$ cat config.mk
export PLATFORM = sky130hd
export DESIGN_NAME = mlp_cfg_sequencer
export DESIGN_NICKNAME = d
export VERILOG_FILES = /design/src/rtl/mlp_cfg_sequencer.sv
export SDC_FILE = /design/constraint.sdc
export NUM_CORES = 1
export LEC_CHECK = 0
export CAP_MARGIN = 20
export CORE_MARGIN = 2
export CORE_UTILIZATION = 55
export DETAILED_ROUTE_END_ITERATION = 8
export PLACE_DENSITY = 0.8
export SYNTH_ARGS = -nofsm -noshare
export SYNTH_HDL_FRONTEND = slang
export SYNTH_SLANG_ARGS = --single-unit
$ cat constraint.sdc
create_clock -name clk -period 2.9 [get_ports clk]
set_input_delay 0.58 -clock clk [delete_from_list [all_inputs] [get_ports clk]]
set_output_delay 0.58 -clock clk [all_outputs]
set_load 0.03 [all_outputs]
$ cat src/rtl/mlp_cfg_sequencer.sv
// mlp_cfg_sequencer
// Assembles a byte-serial configuration stream into the MLP activation
// pipeline registers (norm gain/bias/shift, quantiser inverse scale and
// zero point). Frames land in shadow registers; a commit frame copies the
// shadows into the active outputs once the MLP reports idle. MLP start
// requests that arrive while a commit is outstanding are held and replayed
// as a single pulse right after the new configuration becomes active.
//
// Optional build feature: define MLP_CFG_READBACK_EN to add a registered
// readback port (rd_sel / rd_data) for the active registers.

module mlp_cfg_sequencer #(
    parameter logic [3:0]  IDLE_STATE    = 4'd0,
    parameter int unsigned FRAME_TIMEOUT = 1024
) (
    input  logic               clk,
    input  logic               rst,
    input  logic               cfg_valid,
    input  logic [7:0]         cfg_data,
    output logic               cfg_ready,
    input  logic               ctrl_start_mlp,
    input  logic [3:0]         mlp_state_in,
    output logic               mlp_start_mlp,
    output logic signed [15:0] mlp_norm_gain,
    output logic signed [31:0] mlp_norm_bias,
    output logic [4:0]         mlp_norm_shift,
    output logic signed [15:0] mlp_q_inv_scale,
    output logic signed [7:0]  mlp_q_zero_point,
    output logic               commit_pending,
    output logic               cfg_err
`ifdef MLP_CFG_READBACK_EN
    ,
    input  logic [2:0]         rd_sel,
    output logic [31:0]        rd_data
`endif
);

    // Header ids
    localparam logic [7:0] ID_GAIN   = 8'd0;
    localparam logic [7:0] ID_BIAS   = 8'd1;
    localparam logic [7:0] ID_SHIFT  = 8'd2;
    localparam logic [7:0] ID_INVSC  = 8'd3;
    localparam logic [7:0] ID_ZP     = 8'd4;
    localparam logic [7:0] ID_COMMIT = 8'hFF;

    // Identity configuration used at reset for both shadow and active copies
    localparam logic signed [15:0] DEF_GAIN  = 16'sd256;
    localparam logic signed [31:0] DEF_BIAS  = 32'sd0;
    localparam logic [4:0]         DEF_SHIFT = 5'd8;
    localparam logic signed [15:0] DEF_INVSC = 16'sd256;
    localparam logic signed [7:0]  DEF_ZP    = 8'sd0;

    // Timeout counter only needs to reach FRAME_TIMEOUT-1
    localparam int TW = (FRAME_TIMEOUT > 1) ? $clog2(FRAME_TIMEOUT) : 1;

    typedef enum logic [1:0] {
        S_HDR   = 2'd0,
        S_PAY   = 2'd1,
        S_CWAIT = 2'd2
    } state_t;

    // Payload length in bytes for a valid data id
    function automatic logic [2:0] payload_len(input logic [2:0] id);
        case (id)
            3'd0:    return 3'd2;
            3'd1:    return 3'd4;
            3'd3:    return 3'd2;
            default: return 3'd1;
        endcase
    endfunction

    state_t             state_q, state_d;
    logic [2:0]         id_q, id_d;
    logic [2:0]         cnt_q, cnt_d;
    logic [31:0]        stg_q, stg_d;
    logic [TW-1:0]      tcnt_q, tcnt_d;
    logic               pending_q, pending_d;
    logic               err_q, err_d;
    logic               held_q, held_d;

    logic signed [15:0] sh_gain_q, sh_gain_d;
    logic signed [31:0] sh_bias_q, sh_bias_d;
    logic [4:0]         sh_shift_q, sh_shift_d;
    logic signed [15:0] sh_invsc_q, sh_invsc_d;
    logic signed [7:0]  sh_zp_q, sh_zp_d;

    logic signed [15:0] act_gain_q, act_gain_d;
    logic signed [31:0] act_bias_q, act_bias_d;
    logic [4:0]         act_shift_q, act_shift_d;
    logic signed [15:0] act_invsc_q, act_invsc_d;
    logic signed [7:0]  act_zp_q, act_zp_d;

    logic               timeout_hit;

    // The frame is dropped once FRAME_TIMEOUT idle cycles have elapsed in PAY
    assign timeout_hit = (FRAME_TIMEOUT != 0) &&
                         (32'(tcnt_q) == FRAME_TIMEOUT - 32'd1);

    assign cfg_ready        = (state_q != S_CWAIT);
    assign commit_pending   = pending_q;
    assign cfg_err          = err_q;
    // Pass-through start unless a commit is outstanding; replay a held start
    assign mlp_start_mlp    = !pending_q && (ctrl_start_mlp || held_q);

    assign mlp_norm_gain    = act_gain_q;
    assign mlp_norm_bias    = act_bias_q;
    assign mlp_norm_shift   = act_shift_q;
    assign mlp_q_inv_scale  = act_invsc_q;
    assign mlp_q_zero_point = act_zp_q;

    // Next-state logic: frame parsing, shadow writes, commit and start hold
    always_comb begin
        state_d     = state_q;
        id_d        = id_q;
        cnt_d       = cnt_q;
        stg_d       = stg_q;
        tcnt_d      = tcnt_q;
        pending_d   = pending_q;
        err_d       = err_q;
        held_d      = held_q;
        sh_gain_d   = sh_gain_q;
        sh_bias_d   = sh_bias_q;
        sh_shift_d  = sh_shift_q;
        sh_invsc_d  = sh_invsc_q;
        sh_zp_d     = sh_zp_q;
        act_gain_d  = act_gain_q;
        act_bias_d  = act_bias_q;
        act_shift_d = act_shift_q;
        act_invsc_d = act_invsc_q;
        act_zp_d    = act_zp_q;

        case (state_q)
            S_HDR: begin
                if (cfg_valid) begin
                    if (cfg_data == ID_COMMIT) begin
                        pending_d = 1'b1;
                        state_d   = S_CWAIT;
                    end else if (cfg_data <= ID_ZP) begin
                        id_d    = cfg_data[2:0];
                        cnt_d   = payload_len(cfg_data[2:0]);
                        tcnt_d  = '0;
                        state_d = S_PAY;
                    end else begin
                        err_d = 1'b1;
                    end
                end
            end

            S_PAY: begin
                if (cfg_valid) begin
                    // LSB-first bytes shift in from the top; a complete
                    // n-byte field ends up in the upper n bytes of staging
                    stg_d  = {cfg_data, stg_q[31:8]};
                    tcnt_d = '0;
                    if (cnt_q == 3'd1) begin
                        state_d = S_HDR;
                        case (id_q)
                            ID_GAIN[2:0]:  sh_gain_d  = stg_d[31:16];
                            ID_BIAS[2:0]:  sh_bias_d  = stg_d;
                            ID_SHIFT[2:0]: sh_shift_d = stg_d[28:24];
                            ID_INVSC[2:0]: sh_invsc_d = stg_d[31:16];
                            default:       sh_zp_d    = stg_d[31:24];
                        endcase
                    end else begin
                        cnt_d = cnt_q - 3'd1;
                    end
                end else if (timeout_hit) begin
                    err_d   = 1'b1;
                    state_d = S_HDR;
                end else if (FRAME_TIMEOUT != 0) begin
                    tcnt_d = tcnt_q + TW'(1);
                end
            end

            S_CWAIT: begin
                if (mlp_state_in == IDLE_STATE) begin
                    act_gain_d  = sh_gain_q;
                    act_bias_d  = sh_bias_q;
                    act_shift_d = sh_shift_q;
                    act_invsc_d = sh_invsc_q;
                    act_zp_d    = sh_zp_q;
                    pending_d   = 1'b0;
                    state_d     = S_HDR;
                end
            end

            default: state_d = S_HDR;
        endcase

        // Held start: collect while pending, consumed the cycle it is issued
        if (pending_q) begin
            if (ctrl_start_mlp) begin
                held_d = 1'b1;
            end
        end else begin
            held_d = 1'b0;
        end
    end

    // State, shadow and active registers with synchronous reset
    always_ff @(posedge clk) begin
        if (rst) begin
            state_q     <= S_HDR;
            id_q        <= 3'd0;
            cnt_q       <= 3'd0;
            stg_q       <= 32'd0;
            tcnt_q      <= '0;
            pending_q   <= 1'b0;
            err_q       <= 1'b0;
            held_q      <= 1'b0;
            sh_gain_q   <= DEF_GAIN;
            sh_bias_q   <= DEF_BIAS;
            sh_shift_q  <= DEF_SHIFT;
            sh_invsc_q  <= DEF_INVSC;
            sh_zp_q     <= DEF_ZP;
            act_gain_q  <= DEF_GAIN;
            act_bias_q  <= DEF_BIAS;
            act_shift_q <= DEF_SHIFT;
            act_invsc_q <= DEF_INVSC;
            act_zp_q    <= DEF_ZP;
        end else begin
            state_q     <= state_d;
            id_q        <= id_d;
            cnt_q       <= cnt_d;
            stg_q       <= stg_d;
            tcnt_q      <= tcnt_d;
            pending_q   <= pending_d;
            err_q       <= err_d;
            held_q      <= held_d;
            sh_gain_q   <= sh_gain_d;
            sh_bias_q   <= sh_bias_d;
            sh_shift_q  <= sh_shift_d;
            sh_invsc_q  <= sh_invsc_d;
            sh_zp_q     <= sh_zp_d;
            act_gain_q  <= act_gain_d;
            act_bias_q  <= act_bias_d;
            act_shift_q <= act_shift_d;
            act_invsc_q <= act_invsc_d;
            act_zp_q    <= act_zp_d;
        end
    end

`ifdef MLP_CFG_READBACK_EN
    logic [31:0] rd_data_q, rd_data_d;

    // Readback mux: signed fields sign-extended, shift zero-extended
    always_comb begin
        rd_data_d = {31'd0, pending_q};
        case (rd_sel)
            3'd0:    rd_data_d = {{16{act_gain_q[15]}}, act_gain_q};
            3'd1:    rd_data_d = act_bias_q;
            3'd2:    rd_data_d = {27'd0, act_shift_q};
            3'd3:    rd_data_d = {{16{act_invsc_q[15]}}, act_invsc_q};
            3'd4:    rd_data_d = {{24{act_zp_q[7]}}, act_zp_q};
            default: rd_data_d = {31'd0, pending_q};
        endcase
    end

    // One-cycle registered readback
    always_ff @(posedge clk) begin
        if (rst) begin
            rd_data_q <= 32'd0;
        end else begin
            rd_data_q <= rd_data_d;
        end
    end

    assign rd_data = rd_data_q;
`endif

endmodule
Yosys cells after proc, flatten, opt, wreduce, memory -nomap -nowiden --
Index checks and enable logic that the tools add are counted.
Operators by class: $mul 0, div/mod/pow operators 0, $lt $le $gt $ge 1, $add $sub $neg 2, eq/ne operators 25, mux-type cells 31, bitwise operators 3, shift-type cells 0, reduce and logical (&&, ||, !) cells 25
Operators with widths (number):
- two-way mux 10 bit | 5
- AND reduction 4 bit | 7
- inequality test 2 bit, second input constant | 11
- case mux 10 bit (2 select lines) | 1
- two-way mux 3 bit | 5
- two-way mux 2 bit | 7
- inequality test 3 bit, second input constant | 4
- case mux 3 bit (2 select lines) | 2
- AND reduction 6 bit | 2
- adder 10 x 1 -> 10 bit, second input constant | 1
- == test 10 bit, second input constant | 1
- AND reduction 5 bit | 2
- == test 3 x 1 -> 1 bit, second input constant | 3
- == test 3 x 2 -> 1 bit, second input constant | 3
- == test 8 bit, second input constant | 1
- <= comparator 8 x 3 -> 1 bit, second input constant | 1
- two-way mux 1 bit | 8
- zero test 3 bit | 2
- case mux 2 bit (3 select lines) | 1
- zero test 4 bit | 1
- case mux 1 bit (2 select lines) | 2
- AND reduction 2 bit | 2
- nonzero test 2 bit | 2
- OR reduction 2 bit | 2
- other kinds (9) | 11
Word-level totals: word-level logic and storage cells 105, memories 0, memory bits (read-only) 0, bits in writable memories 0, bits in registers 207, bits in latches 0

Logic depth before layout (Yosys ltp) --
Gate-level depths: netlist of the first run.
word-level depth 7, mapped depth 8

Least setup slack after synthesis of the first run --
OpenSTA, ideal clock, no wires.
kind input port to flip-flop, start input port cfg_data[4], end register tcnt_q[5], required time 2.763 ns, setup time 0.137 ns, data arrival time 1.975 ns, slack 0.788 ns, stages 6, path buffers 2, path through buf_6 or4_4 or3b_1 buf_2 o21bai_4 a311oi_1
Between the ends: longest elaborated chain between the ends 3
Ends and longest elaborated chain:
- from (decl) | RTL line 19 | input logic [7:0] cfg_data,
- <= comparator 8 x 3 -> 1 bit / == test 8 bit (equally long branches) | RTL line 138, 135
- inequality test 2 bit (no source line)
- AND reduction 5 bit (no source line) (*)
- to (signal assigned) | RTL line 226 | tcnt_q <= tcnt_d;
- to (decl) | RTL line 76 | logic [TW-1:0] tcnt_q, tcnt_d;
Mark *: on every way between the ends. The rest lies on a longest branch, timed or not. A chain may end at the register's enable or synchronous reset.

Worst setup path after layout of the first run --
start input port ctrl_start_mlp, end output port mlp_start_mlp
Between the ends: longest elaborated chain between the ends 2
Ends and longest elaborated chain:
- from (decl) | RTL line 21 | input logic ctrl_start_mlp,
- logical OR 1 bit | RTL line 103 | assign mlp_start_mlp = !pending_q && (ctrl_start_mlp || held_q);
- logical AND 1 bit | RTL line 103
- to (decl) | RTL line 23 | output logic mlp_start_mlp,
Every way passes these cells.

==> results of run 1 <==
## logic make-up (layout without fill, tap and decap cells)
logic type,Yosys count,after routing,synth area share (%)
flops,199,199,53.86
mux,48,48,6.495
compound gates,170,170,12.60
simple gates,392,392,22.40
fa+ha+maj,3,3,0.5075
buf+inv,71,153,4.026
xor+xnor,1,1,0.1184
## synthesized netlist by cell type, types with 3 or more instances
library cell,n,area (sq um)
sky130_fd_sc_hd__nand2_1,280,1051
sky130_fd_sc_hd__dfxtp_1,199,3984
sky130_fd_sc_hd__a21oi_1,135,675.7
sky130_fd_sc_hd__nor2_1,59,221.5
sky130_fd_sc_hd__clkbuf_1,50,187.7
sky130_fd_sc_hd__mux2i_1,48,480.5
sky130_fd_sc_hd__o21ai_0,11,55.05
sky130_fd_sc_hd__buf_2,10,50.05
sky130_fd_sc_hd__nand3_1,8,40.04
sky130_fd_sc_hd__a31oi_1,6,37.54
sky130_fd_sc_hd__nand2b_1,6,37.54
sky130_fd_sc_hd__nand4_1,6,37.54
sky130_fd_sc_hd__inv_1,5,18.77
sky130_fd_sc_hd__nor2b_1,5,31.28
sky130_fd_sc_hd__a311oi_1,4,35.03
sky130_fd_sc_hd__nor3b_1,4,30.03
sky130_fd_sc_hd__a41oi_1,3,26.28
sky130_fd_sc_hd__buf_4,3,22.52
sky130_fd_sc_hd__ha_1,3,37.54
sky130_fd_sc_hd__nor3_1,3,15.01
## power by group through the flow
stage                     clock (mW)  combinational [mW]  sequential, mW
after floorplan                    0              0.0898            2.81
after detailed placement           0               0.156            2.81
final                           2.37               0.158            2.74
after CTS                       2.40               0.156            2.74
after global placement             0               0.153            2.81
after global routing            2.53               0.172            2.74
## flip-flops by register name, indices dropped and copies added, names as in the netlist
signal / count
sh_shift_q: 5
stg_q: 24
mlp_norm_bias: 32
mlp_q_zero_point: 8
sh_zp_q: 8
mlp_norm_shift: 5
held_q: 1
cfg_err: 1
tcnt_q: 10
state_q: 2
commit_pending: 1
id_q: 3
sh_gain_q: 16
mlp_norm_gain: 16
mlp_q_inv_scale: 16
sh_bias_q: 32
sh_invsc_q: 16
cnt_q: 3
## worst register-to-register path: stages (launching register included)
cell and delay, ns:
sky130_fd_sc_hd__dfxtp_1 0.41, sky130_fd_sc_hd__ha_1 0.19, sky130_fd_sc_hd__nor3b_1 0.47, sky130_fd_sc_hd__nor4b_2 0.32, sky130_fd_sc_hd__buf_4 0.35, sky130_fd_sc_hd__mux2i_1 0.26
sky130_fd_sc_hd__nor2_1 0.06
## per-stage QoR
stage,utilization (%),hold slack (ns)
after floorplan,-,0.4312
after global placement,64.57,0.4394
after detailed placement,64.57,0.4443
after CTS,69.09,0.4522
after global routing,69.09,0.4679
final,69.09,0.4510
## final cells by class
class	instances	share of cell area, %
clock buffer	19	4.970
clock inverter	13	1.565
inverter	5	0.2060
multi-input combinational	614	34.37
sequential	199	43.72
tap	176	2.417
timing repair buffer	116	12.76
## cell usage in the layout (no fill, tap or decap), types with 4 or more instances in the layout
cell,instances
sky130_fd_sc_hd__a21oi_1,135
sky130_fd_sc_hd__a311oi_1,4
sky130_fd_sc_hd__a31oi_1,6
sky130_fd_sc_hd__buf_12,4
sky130_fd_sc_hd__buf_4,16
sky130_fd_sc_hd__clkbuf_16,17
sky130_fd_sc_hd__clkdlybuf4s50_1,95
sky130_fd_sc_hd__clkinv_2,4
sky130_fd_sc_hd__dfxtp_1,199
sky130_fd_sc_hd__inv_1,5
sky130_fd_sc_hd__mux2i_1,48
sky130_fd_sc_hd__nand2_1,280
sky130_fd_sc_hd__nand2b_1,5
sky130_fd_sc_hd__nand3_1,8
sky130_fd_sc_hd__nand4_1,6
sky130_fd_sc_hd__nor2_1,59
sky130_fd_sc_hd__nor2b_1,4
sky130_fd_sc_hd__nor3b_1,4
sky130_fd_sc_hd__o21ai_0,11
## routing by layer
layer | global-route usage [%] | up-vias | part of all wire (%) | routed length [microns]
li1 | - | 3080 | - | -
met1 | 32.46 | 2925 | 45 | 7719
met2 | 39.35 | 171 | 48 | 8113
met3 | 5.846 | 26 | 5.7 | 981
met4 | 7.647 | 0 | 1.5 | 250
met5 | 0 | - | 0 | 0
## how the worst max path moves through the flow
stage | endpoint | from | slack (ns)
6_report | mlp_start_mlp | ctrl_start_mlp | 0.48
2_1_floorplan | tcnt_q[5]$_SDFFE_PP0P_ | cfg_data[4] | 0.79
3_5_place_dp | cnt_q[1]$_SDFFE_PP0P_ | cfg_valid | 0.22
3_3_place_gp | cnt_q[1]$_SDFFE_PP0P_ | cfg_valid | 0.24
5_1_grt | mlp_start_mlp | ctrl_start_mlp | 0.42
4_1_cts | mlp_start_mlp | ctrl_start_mlp | 0.47
==> flow_summary.yaml, run 1 <==
cells_and_area:
  area_grow_syn2layout_pct: 23.19
  post_route_cells_drive_above_1_share_pct: 6.625
  stdcell_count: 1142
  nNetsFinal: 972
  fillers: 1089
  finalInstanceArea_sq_um: 9112
  multi_input_comb_area_sq_um: 3132
  antenna_cells: 0
  seqCellArea_sq_um: 3984
clock_tree:
  cts.htree.levels: 4
  clock_insertion_delay_worst_skew_ns: 0.43
  ctsResizeCount: 0
  max-clock-path-buffers: 2
  cts_inserted_buffers: 17
  clock-root-buffer: "sky130_fd_sc_hd__clkbuf_16"
  cts.reportedPaths.clkPinSlew_ns: 0.07
  tritoncts: "built"
  postCtsSetupBuffers: 0
  numClockSinks: 199
  post_cts_hold_buffer_count: 0
timing:
  timing.slew.headroom_pct: 45.37
  timing.final.hold_violations: 0
  worst_clock_skew_ns: 0.008604
  fin_worst_setup_slack_ns: 0.4779
  tightestPinTransition_ns: 0.8194
  fin_setup_tns_ns: 0
  final.period_utilization_pct: 83.52
  max_freq_mhz: 412.9
  grt_setup_unrepaired: "false"
  timing_max_transition_violations_final: 0
  finalWorstPathRequiredPeriod_ns: 2.422
  final-setup-viol-count: 0
outcome:
  status: "finished clean"
place:
  detailed_place.area_sq_um: 8517
  place_worst_setup_slack_ns: 0.2196
  port_buffers: 96
  gp_congestion: 0.8769
  place.detailed.hpwl_microns: 10520
  placed_cells: 1110
floorplanning:
  initial_standard_cell_utilization_of_the_core_pct: 56.08
  floorplan.die.width_microns: 120.0
  fp.dieArea_sq_um: 14390
  fp-row-count: 42
  design.portCount: 97
  core_area_sq_um: 13190
  die_h_microns: 120.0
logic_synthesis:
  dominantRegCellSynth: "sky130_fd_sc_hd__dfxtp_1"
  synth_area_sq_um: 7397
  syn_avg_cell_area_sq_um: 8.368
  synth.distinct_cells: 48
  ys_ff_latch: 199
  synth.yosys.warnings: 0
  syn_nets: 903
  synth_edf_count: 0
  post_synth_inst_count: 884
  synth_sequential_area_ratio_pct: 53.86
  asyncSetResetFlopFracSynth_pct: 0
global_routing:
  antenna_violations_before_repair: 0
  grt_overflow: 0
  grt_start_max_net_pins: 79
  grt_pass1_wl_microns: 28190
  gr-usage-all-layers_pct: 24.42
  first_global_vias: 5835
min_path:
  timing.hold.worst.class: "reg -> reg"
  min_delay_path_depth: 2
  hp-start: "stg_q[12]$_SDFFE_PP0P_"
  worstHoldEndpoint: "sh_bias_q[4]$_SDFFE_PP0P_"
setup_path:
  worstPathArrival_ns: 1.84
  rr_endpoint: "sh_gain_q[9]$_SDFFE_PP0P_"
  worst-path-buf-inv: 2
  reg2reg_from: "cnt_q[0]$_SDFFE_PP0P_"
  data_required_critical_path_ns: 2.32
  crit_path_cell_trace: "clkdlybuf4s50_1, nor2_1, nor2_1, clkdlybuf4s50_1"
  reg2reg_slack_ns: 0.71
  critPathTopFamily: "buffers and inverters"
  cp_max_fo: 2
  cp_slowest_stage_delay_ns: 0.67
  count_of_cell_instances_traversed_by_the_critical_path: 4
  worst_path_cell_with_the_longest_stage_delay: "sky130_fd_sc_hd__clkdlybuf4s50_1"
  crit_path_launch_type: "input port"
  rr_worst_depth: 6
  setup.worst_path.end_class: "output port"
  critical_path_class: "in -> out"
pwr:
  power-per-cell-area_nw_per_um2: 578.3
  seq_power_share_pct: 52.0
  clock_power_share_pct: 45.0
  power.leakage_nw: 3.156
  power_report.internal_total_mw: 4.120
  swShare_pct: 21.81
  worst_ir_drop_vdd_uv: 455.6
  share_comb_of_total_power_pct: 3.0
  total_power_mw: 5.270
  power.switching_mw: 1.149
routing:
  drt_wl_total_microns: 17070
  antenna_violating_nets_left: 0
  routedWlPerCell_microns: 14.94
  dr_total_vias: 6202
  drtIter0Drc: 503
  drt_drc_violations_left: 0
  drtPass1Iterations: 5
  vias_per_cell: 5.431
run:
  drv.max_cap_violation_count: 0
Note: power is estimated with default switching activity, not from simulation.
==> run 2: changes to the inputs <==
--- a/config.mk
+++ b/config.mk
@@ -7,9 +7,9 @@
 export LEC_CHECK = 0
 export CAP_MARGIN = 20
 export CORE_MARGIN = 2
-export CORE_UTILIZATION = 55
+export CORE_UTILIZATION = 49
 export DETAILED_ROUTE_END_ITERATION = 8
-export PLACE_DENSITY = 0.8
+export PLACE_DENSITY = 0.75
 export SYNTH_ARGS = -nofsm -noshare
 export SYNTH_HDL_FRONTEND = slang
 export SYNTH_SLANG_ARGS = --single-unit
==> constraint.sdc (replaced) <==
create_clock -name clk -period 2.1 [get_ports clk]
set_input_delay 0.42 -clock clk [delete_from_list [all_inputs] [get_ports clk]]
set_output_delay 0.42 -clock clk [all_outputs]
set_load 0.03 [all_outputs]
==> run 2 against run 1 <==
Effect of this change:
- via count up 0.52%
- clock skew about the same
- cell count up 2.5%
- worst setup slack worse by 0.42 ns
- die area up 12%
- flip-flop and latch count unchanged
- clock-buffer cell count up 1
- power up 35%
- sequential power up 38%
- non-clock buffer count up 21
==> flow_summary.yaml, run 2 (synthesis gave the netlist of run 1 again) <==
floorplanning:
  initial_standard_cell_utilization_of_the_core_pct: 50.51
  floorplan.die.width_microns: 126.9
  design.portCount: 97
  fp.dieArea_sq_um: 16090
  die_h_microns: 126.9
  fp-row-count: 44
  core_area_sq_um: 14640
cells_and_area:
  finalInstanceArea_sq_um: 9296
  layout.cells.most_common_list: "sky130_fd_sc_hd__nand2_1, sky130_fd_sc_hd__dfxtp_1, sky130_fd_sc_hd__a21oi_1"
  multi_input_comb_area_sq_um: 3132
  mostFrequentLayoutCell: "sky130_fd_sc_hd__nand2_1"
  nNetsFinal: 993
  seqCellArea_sq_um: 3984
  antenna_cells: 0
  post_route_cells_drive_above_1_share_pct: 8.409
  stdcell_count: 1171
  fillers: 1289
  area_grow_syn2layout_pct: 25.68
run:
  drv.max_cap_violation_count: 0
routing:
  vias_per_cell: 5.324
  antenna_violating_nets_left: 0
  drtIter0Drc: 491
  drt_wl_total_microns: 17180
  routedWlPerCell_microns: 14.67
  highest_routing_layer_actually_used: "met4"
  route.met2.wl_microns: 7982
  route.layer.met1.wl_microns: 8211
  dr_total_vias: 6234
  drt_drc_violations_left: 0
  drtPass1Iterations: 5
  wl_met3_microns: 751
min_path:
  min_delay_path_depth: 2
  timing.hold.worst.class: "in -> reg"
  worstHoldEndpoint: "mlp_norm_gain[11]$_SDFFE_PP0P_"
  hp-start: "rst"
timing:
  max_freq_mhz: 490.3
  final-setup-viol-count: 0
  grt_setup_unrepaired: "false"
  timing.slew.headroom_pct: 61.57
  timing.final.hold_violations: 0
  fin_setup_tns_ns: 0
  finalWorstPathRequiredPeriod_ns: 2.039
  hold-worst-slack_ns: 0.2558
  timing_max_transition_violations_final: 0
  worst_clock_skew_ns: 0.008968
  tightestPinTransition_ns: 0.5764
  final.period_utilization_pct: 97.12
global_routing:
  gr-usage-all-layers_pct: 21.62
  grt_overflow: 0
  first_global_vias: 5732
  antenna_violations_before_repair: 0
  grt_pass1_wl_microns: 28380
  grt_start_max_net_pins: 133
setup_path:
  crit_path_launch_type: "input port"
  rr_endpoint: "sh_gain_q[5]$_SDFFE_PP0P_"
  critical_path_class: "in -> reg"
  reg2reg_slack_ns: 0.12
  reg2reg_from: "cnt_q[0]$_SDFFE_PP0P_"
  worstPathArrival_ns: 2.33
  setup.worst_path.end_class: "register"
  rr_worst_depth: 6
  cp_max_fo: 8
  data_required_critical_path_ns: 2.39
pwr:
  total_power_mw: 7.109
  power.leakage_nw: 3.251
  worst_ir_drop_vdd_uv: 531.8
  power-per-cell-area_nw_per_um2: 764.7
place:
  detailed_place.area_sq_um: 8745
  placed_cells: 1139
  place.detailed.hpwl_microns: 11160
  gp_congestion: 0.8541
  port_buffers: 96
clock_tree:
  numClockSinks: 199
  clock-root-buffer: "sky130_fd_sc_hd__clkbuf_16"
  max-clock-path-buffers: 2
  cts.reportedPaths.clkPinSlew_ns: 0.07
  tritoncts: "built"
  cts_inserted_buffers: 17
  clock_insertion_delay_worst_skew_ns: 0.43
  cts.htree.levels: 4
outcome:
  status: "finished clean"
run 2: cell type report:
cell class	instances	share of cell area, %
clock buffer	20	4.697
multi-input combinational	614	33.69
clock inverter	12	1.252
inverter	5	0.2019
sequential	199	42.85
tap	184	2.476
timing repair buffer	137	14.83
run 2: power breakdown:
group	switching (mW)	leakage [nW]	internal, mW
Combinational	0.141	1.38	0.0931
Sequential	0.00979	1.60	3.78
Clock	1.43	0.271	1.66
Total	1.58	3.25	5.53
run 2: layer usage:
metal  vias to the layer above  GRT usage (%)
met5                         -              0
met4                         0          6.723
met3                        23          3.838
met2                       155          34.60
met1                      2935          29.97
li1                       3121              -
run 2: worst max path at each step:
stage                      from                      to  slack, ns  cells after the start
floorplan           cfg_data[4]  tcnt_q[5]$_SDFFE_PP0P_       0.15                      6
global placement    cfg_data[3]  tcnt_q[5]$_SDFFE_PP0P_      -0.34                      5
detailed placement  cfg_data[3]  tcnt_q[4]$_SDFFE_PP0P_      -0.38                      5
CTS                 cfg_data[3]  tcnt_q[4]$_SDFFE_PP0P_       0.07                      5
global route        cfg_data[3]  tcnt_q[5]$_SDFFE_PP0P_     0.0007                      5
finish              cfg_data[3]  tcnt_q[4]$_SDFFE_PP0P_       0.06                      5
run 2: repair_timing:
item,4_1_cts,5_1_grt
hold buffers,0,0
setup buffers,0,0
setup endpoints to repair,1,1
pin swaps,0,1
resized for setup,1,0
run 2: critical path: stages:
cell	delay [ns]
sky130_fd_sc_hd__clkdlybuf4s50_1	0.43
sky130_fd_sc_hd__or4_4	0.58
sky130_fd_sc_hd__or3b_1	0.49
sky130_fd_sc_hd__o21bai_4	0.27
sky130_fd_sc_hd__a311oi_1	0.13
run 2: per-stage QoR:
step,utilization [%],worst slack [ns]
after floorplan,-,0.1482
after global placement,59.71,-0.3385
after detailed placement,59.71,-0.3815
after CTS,63.48,0.07492
after global routing,63.48,0.0006504
final,63.48,0.06056
